`src/rtl/id_ex_operand_stage_pkg.sv`:
```
// Shared definitions for the ID/EX operand stage.
//   - default datapath / register-address widths
//   - ALU operation codes presented to the EX ALU
//   - ALU_OP encodings produced by the main decoder
//   - funct3 values recognised by the ALU control decoder
package id_ex_operand_stage_pkg;

  localparam int unsigned XLEN_DEF = 64;
  localparam int unsigned RA_W_DEF = 5;

  typedef enum logic [3:0] {
    ALU_AND     = 4'b0000,
    ALU_OR      = 4'b0001,
    ALU_ADD     = 4'b0010,
    ALU_SUB     = 4'b0110,
    ALU_SLL     = 4'b1000,
    ALU_NOR     = 4'b1100,
    ALU_ILLEGAL = 4'b1111
  } alu_ctl_e;

  typedef enum logic [1:0] {
    ALUOP_MEM    = 2'b00,
    ALUOP_BRANCH = 2'b01,
    ALUOP_RTYPE  = 2'b10,
    ALUOP_ITYPE  = 2'b11
  } alu_op_e;

  localparam logic [2:0] F3_ADD = 3'b000;
  localparam logic [2:0] F3_SLL = 3'b001;
  localparam logic [2:0] F3_OR  = 3'b110;
  localparam logic [2:0] F3_AND = 3'b111;

endpackage

```
`src/rtl/id_ex_operand_stage_alu_control_decode.sv`:
```
// ALU control decoder: maps the main decoder's ALU_OP class plus
// funct3/funct7[5] to the 4-bit operation code of the EX ALU.
// Ports:
//   alu_op    in  2  00 mem, 01 branch, 10 R-type, 11 I-type
//   funct3    in  3  instr[14:12]
//   funct7b5  in  1  instr[30]
//   operation out 4  ALU op code (ILLEGAL for unsupported encodings)
module alu_control_decode
  import id_ex_operand_stage_pkg::*;
(
  input  logic [1:0] alu_op,
  input  logic [2:0] funct3,
  input  logic       funct7b5,
  output logic [3:0] operation
);

  always_comb begin
    operation = ALU_ILLEGAL;
    case (alu_op)
      ALUOP_MEM:    operation = ALU_ADD;
      ALUOP_BRANCH: operation = ALU_SUB;
      ALUOP_RTYPE: begin
        case (funct3)
          F3_ADD:  operation = funct7b5 ? ALU_SUB : ALU_ADD;
          F3_AND:  operation = ALU_AND;
          F3_OR:   operation = ALU_OR;
          F3_SLL:  operation = ALU_SLL;
          default: operation = ALU_ILLEGAL;
        endcase
      end
      ALUOP_ITYPE: begin
        case (funct3)
          F3_ADD:  operation = ALU_ADD;
          F3_SLL:  operation = ALU_SLL;
          F3_AND:  operation = ALU_AND;
          F3_OR:   operation = ALU_OR;
          default: operation = ALU_ILLEGAL;
        endcase
      end
      default: operation = ALU_ILLEGAL;
    endcase
  end

endmodule

```
`src/rtl/id_ex_operand_stage.sv`:
```
// ID/EX pipeline register feeding the 64-bit EX ALU.
// Captures decoded operands/control from ID (reset > flush > stall > load),
// forwards from EX/MEM and MEM/WB onto the A/B operand paths, presents the
// registered ALU operation code, and raises a load-use hazard request.
// Ports:
//   clk, reset, stall, flush          clock / sync active-high reset / hold / bubble
//   id_*                              decoded instruction from ID
//   exm_*, wb_*                       forwarding sources (EX/MEM, MEM/WB)
//   alu_a, alu_b, alu_operation       ALU inputs
//   ex_*                              registered fields passed down the pipe
//   load_use_hazard                   combinational stall request to hazard unit
module id_ex_operand_stage
  import id_ex_operand_stage_pkg::*;
#(
  parameter int unsigned XLEN = XLEN_DEF,
  parameter int unsigned RA_W = RA_W_DEF
) (
  input  logic            clk,
  input  logic            reset,
  input  logic            stall,
  input  logic            flush,
  input  logic            id_valid,
  input  logic [XLEN-1:0] id_pc,
  input  logic [XLEN-1:0] id_rs1_data,
  input  logic [XLEN-1:0] id_rs2_data,
  input  logic [XLEN-1:0] id_imm,
  input  logic [RA_W-1:0] id_rs1,
  input  logic [RA_W-1:0] id_rs2,
  input  logic [RA_W-1:0] id_rd,
  input  logic            id_alu_src,
  input  logic [1:0]      id_alu_op,
  input  logic [2:0]      id_funct3,
  input  logic            id_funct7b5,
  input  logic            id_reg_write,
  input  logic            id_mem_read,
  input  logic            id_mem_write,
  input  logic            id_mem_to_reg,
  input  logic            id_branch,
  input  logic [RA_W-1:0] exm_rd,
  input  logic            exm_reg_write,
  input  logic [XLEN-1:0] exm_result,
  input  logic [RA_W-1:0] wb_rd,
  input  logic            wb_reg_write,
  input  logic [XLEN-1:0] wb_result,
  output logic [XLEN-1:0] alu_a,
  output logic [XLEN-1:0] alu_b,
  output logic [3:0]      alu_operation,
  output logic            ex_valid,
  output logic [XLEN-1:0] ex_pc,
  output logic [XLEN-1:0] ex_imm,
  output logic [XLEN-1:0] ex_store_data,
  output logic [RA_W-1:0] ex_rd,
  output logic            ex_reg_write,
  output logic            ex_mem_read,
  output logic            ex_mem_write,
  output logic            ex_mem_to_reg,
  output logic            ex_branch,
  output logic            load_use_hazard
);

  typedef struct packed {
    logic            valid;
    logic [XLEN-1:0] pc;
    logic [XLEN-1:0] rs1_data;
    logic [XLEN-1:0] rs2_data;
    logic [XLEN-1:0] imm;
    logic [RA_W-1:0] rs1;
    logic [RA_W-1:0] rs2;
    logic [RA_W-1:0] rd;
    logic            alu_src;
    logic [3:0]      alu_operation;
    logic            reg_write;
    logic            mem_read;
    logic            mem_write;
    logic            mem_to_reg;
    logic            branch;
  } idex_t;

  // A bubble is an all-zero instruction; its operation code is the decode
  // of all-zero control (ADD) rather than a raw zero.
  localparam idex_t IDEX_BUBBLE = '{alu_operation: ALU_ADD, default: '0};

  idex_t      idex_d, idex_q;
  logic [3:0] id_operation;

  alu_control_decode u_alu_control_decode (
    .alu_op    (id_alu_op),
    .funct3    (id_funct3),
    .funct7b5  (id_funct7b5),
    .operation (id_operation)
  );

  always_comb begin
    idex_d = idex_q;
    if (flush) begin
      idex_d = IDEX_BUBBLE;
    end else if (!stall) begin
      idex_d.valid         = id_valid;
      idex_d.pc            = id_pc;
      idex_d.rs1_data      = id_rs1_data;
      idex_d.rs2_data      = id_rs2_data;
      idex_d.imm           = id_imm;
      idex_d.rs1           = id_rs1;
      idex_d.rs2           = id_rs2;
      idex_d.rd            = id_rd;
      idex_d.alu_src       = id_alu_src;
      idex_d.alu_operation = id_operation;
      idex_d.reg_write     = id_reg_write;
      idex_d.mem_read      = id_mem_read;
      idex_d.mem_write     = id_mem_write;
      idex_d.mem_to_reg    = id_mem_to_reg;
      idex_d.branch        = id_branch;
    end
  end

  always_ff @(posedge clk) begin
    if (reset) begin
      idex_q <= IDEX_BUBBLE;
    end else begin
      idex_q <= idex_d;
    end
  end

  // EX/MEM has the younger result, so it is checked first; x0 never forwards.
  function automatic logic [XLEN-1:0] fwd(
    input logic [RA_W-1:0] rs,
    input logic [XLEN-1:0] rf_data,
    input logic            exm_we,
    input logic [RA_W-1:0] exm_dst,
    input logic [XLEN-1:0] exm_val,
    input logic            wb_we,
    input logic [RA_W-1:0] wb_dst,
    input logic [XLEN-1:0] wb_val
  );
    if (exm_we && (exm_dst != '0) && (exm_dst == rs)) begin
      return exm_val;
    end else if (wb_we && (wb_dst != '0) && (wb_dst == rs)) begin
      return wb_val;
    end
    return rf_data;
  endfunction

  logic [XLEN-1:0] fwd_rs1, fwd_rs2;

  assign fwd_rs1 = fwd(idex_q.rs1, idex_q.rs1_data, exm_reg_write, exm_rd, exm_result,
                       wb_reg_write, wb_rd, wb_result);
  assign fwd_rs2 = fwd(idex_q.rs2, idex_q.rs2_data, exm_reg_write, exm_rd, exm_result,
                       wb_reg_write, wb_rd, wb_result);

  assign alu_a         = fwd_rs1;
  assign alu_b         = idex_q.alu_src ? idex_q.imm : fwd_rs2;
  assign ex_store_data = fwd_rs2;
  assign alu_operation = idex_q.alu_operation;

  assign ex_valid      = idex_q.valid;
  assign ex_pc         = idex_q.pc;
  assign ex_imm        = idex_q.imm;
  assign ex_rd         = idex_q.rd;
  assign ex_reg_write  = idex_q.reg_write;
  assign ex_mem_read   = idex_q.mem_read;
  assign ex_mem_write  = idex_q.mem_write;
  assign ex_mem_to_reg = idex_q.mem_to_reg;
  assign ex_branch     = idex_q.branch;

  assign load_use_hazard = id_valid && idex_q.valid && idex_q.mem_read &&
                           (idex_q.rd != '0) &&
                           ((idex_q.rd == id_rs1) || (idex_q.rd == id_rs2));

endmodule

```
`config.mk`:
```
export PLATFORM = sky130hd
export DESIGN_NAME = id_ex_operand_stage
export DESIGN_NICKNAME = d
export VERILOG_FILES = /design/src/rtl/id_ex_operand_stage_pkg.sv /design/src/rtl/id_ex_operand_stage_alu_control_decode.sv /design/src/rtl/id_ex_operand_stage.sv
export SDC_FILE = /design/constraint.sdc
export NUM_CORES = 1
export LEC_CHECK = 0
export CAP_MARGIN = 20
export CORE_AREA = 2 2 298 300
export DETAILED_ROUTE_END_ITERATION = 10
export DIE_AREA = 0 0 300 302
export MAX_ROUTING_LAYER = met4
export PLACE_DENSITY = 0.39
export SKIP_CTS_REPAIR_TIMING = 1
export SYNTH_ARGS = -nofsm -noshare
export SYNTH_HDL_FRONTEND = slang
export SYNTH_HIERARCHICAL = 1
export SYNTH_SLANG_ARGS = --single-unit
```
`constraint.sdc`:
```
create_clock -name clk -period 2.75 [get_ports clk]
set_input_delay 0.4125 -clock clk [delete_from_list [all_inputs] [get_ports clk]]
set_output_delay 0.4125 -clock clk [all_outputs]
set_load 0.01 [all_outputs]
```
==> flow_summary.toml <==
[status]
outcome = "finished with violations"
violations = "setup timing"

[timing]
finalHoldViolations = 0
tightest_slew_ns = 0.759
relSlewSlack = 0.494
tns_ns = -77.73
fin_ws_ns = -0.628
skew_ns = 0
rsz0062_at_grt = "true"
period_needed_ns = 3.38
holdWs_ns = 0.440
finalSetupViolCount = 192
slew_viol_final = 0
fin_crit_sh = 1.23
fmax_mhz = 296

[power_and_ir_drop]
power_density_nw_per_um2 = 445
power.leakage_nw = 12.7
peakVddDrop_mv = 0.512

[finish]
largest_reg_flops = 139
regMostFlops = "idex_q"
multiInputGateArea_um2 = 9150
area_growth_pct = 80.6
fin_util = 0.321
final_area_um2 = 28100
fillCellCount = 9154
layout.nets = 2913
seq_area_um2 = 5660
drive_gt1_frac = 0.246

[synthesis]
synth_area_um2 = 15600
synth.area.top_cells = "dfxtp_1, mux2i_1, nor2_1"
synth_warnings = 6
synth-seq-cells = 282
ys_types = 41
synth_cells = 1721
synth_top_cell_area_share = 0.362
syn_avg_cell_area_um2 = 9.05
yosysSeqAreaShare = 0.362
yosysTopAreaCell = "dfxtp_1"
synth_edf_count = 0
syn_nets = 2149
synth_flop_cell = "dfxtp_1"
async_flop_share = 0

[floorplanning]
placementRows = 109
initial_core_util = 0.178
dieArea_um2 = 90600
design.core.area_um2 = 87600
fp.dieW_um = 300
io_pins = 764
chipHeight_um = 302

[worst_setup_path]
cp_num_buf_inv = 4
path_class = "register to primary output"
max_stage_delay_ns = 0.66
cp_top_family = "simple AND/OR/NAND/NOR gates"
cp_common_cell = "buf_12"
path_cells = "xor2_4, or4b_4, buf_12, buf_12, o21ai_2, a31oi_2, buf_4, mux2_2, buf_6"
arrival_ns = 2.97
slowest_stage = "or4b_4"
path_max_fanout = 7
crit_path_end_kind = "primary output"
required_ns = 2.34
start_kind = "register"

[grt]
grt-ovfl-total = 0
grtUsageTotal = 0.170
grt_pass1_wl_um = 110000
grt_pass1_vias = 15800
grt_max_degree = 73
antenna_found_initial = 16

[clocking]
clockBufferDepth = 3
cts.sinks = 282
root_buffer = "clkbuf_16"
clk_pin_slew_ns = 0.05
insertion_delay_ns = 0.56
cts_tree = "built"
cts_buffers = 41
htree_num_levels = 2

[placement]
gp_congestion = 0.864
place_ws_ns = -1.04
dp_hpwl_um = 61700
dpl_cell_area_um2 = 24700
port_buffers = 763

[worst_hold_path]
worstHoldPathType = "primary input to register"

[route]
wire_per_inst_um = 22.6
drc = 0
drt_pass1_iterations = 5
drt_iter0_markers = 667
wl_um = 83600
ant_nets = 0
via_per_inst = 4.19
routed-via-count = 15500

[flow_run]
drv_cap = 0
==> placed cells by master (no fill, tap or decap), types with 4 or more instances in the layout <==
cell and n:
o31ai_2 5, clkdlybuf4s50_1 563, nand2_1 70, clkbuf_16 54, clkbuf_1 10, buf_2 16
nand3_1 63, nor4_1 56, o21ai_2 28, clkbuf_8 9, and3_4 7, dfxtp_1 274
xnor2_2 7, nand3_2 4, dfxtp_2 5, clkbuf_2 44, nor2_1 294, buf_8 6
mux2_4 7, diode_2 16, clkinv_2 5, buf_4 158, a31oi_4 17, dlymetal6s2s_1 118
mux2i_1 344, mux2_2 50, o21ai_1 18, o21ai_4 40, a31oi_2 38, xnor2_1 9
buf_6 35, o21ai_0 45, xor2_1 12, buf_12 53
==> final cells by class <==
class | instances | area share
Sequential cell | 282 | 0.201
Clock inverter | 10 | 0.00467
Tap cell | 1165 | 0.0518
Timing Repair Buffer | 1005 | 0.371
Antenna cell | 16 | 0.00142
Multi-Input combinational cell | 1155 | 0.325
Clock buffer | 62 | 0.0440
==> worst register-to-register path, cell delays in order (launching register included) <==
cell and delay, ns:
dfxtp_4 0.63, mux2i_1 0.15, nor2_1 0.10
==> cell families after synthesis <==
group | Yosys count | share of synthesized area
xor gates and xnor gates | 30 | 0.0169
DFF | 282 | 0.362
muxes | 402 | 0.263
and+or+nand+nor | 521 | 0.147
AOI/OAI and AO/OA | 202 | 0.0989
buffers and inverters | 284 | 0.112
==> stage by stage <==
stage / instances / total power [mW]
floorplan: 1721 / 5.40
global placement: 3527 / 6.93
detailed placement: 3527 / 6.95
CTS: 3599 / 12.6
global route: 3695 / 13.1
finish: 3695 / 12.5
==> path summary, 6_finish.rpt <==
check	startpoint	to	slack, ns	cells past startpoint
hold reg to reg	alu_operation[2]$_SDFFE_PP0N_	alu_operation[2]$_SDFFE_PP0N_	0.49	2
hold / removal	stall	ex_imm[57]$_SDFFE_PP0N_	0.44	3
setup / recovery	idex_q[18]$_SDFFE_PP0N_	alu_b[52]	-0.63	9
setup reg to reg	idex_q[9]$_SDFFE_PP0N_	idex_q[9]$_SDFFE_PP0N_	1.81	2
==> where the power goes <==
part | switching, mW | internal (mW) | total (mW)
combinational | 1.19 | 1.52 | 2.71
clock | 2.10 | 3.37 | 5.47
sequential | 0.110 | 4.22 | 4.33
total | 3.41 | 9.11 | 12.5
==> layer usage <==
metal	wire [µm]	track usage	part of all wire
met1	33700	0.190	0.40
met2	41800	0.291	0.50
met3	6190	0.0514	0.074
met4	1990	0.0525	0.024
met5	0	-	0
==> synthesized netlist by cell type, drive strengths merged (3+ instances only) <==
cell      n
a31oi    58
and3      8
buf     207
clkbuf   77
dfxtp   282
mux2     57
mux2i   345
nand2    72
nand3    68
nor2    297
nor3      3
nor3b     3
nor4     59
o21ai   131
o31ai     7
or4       3
xnor2    17
xor2     13
No activity file was read; power rests on OpenSTA's default activity.
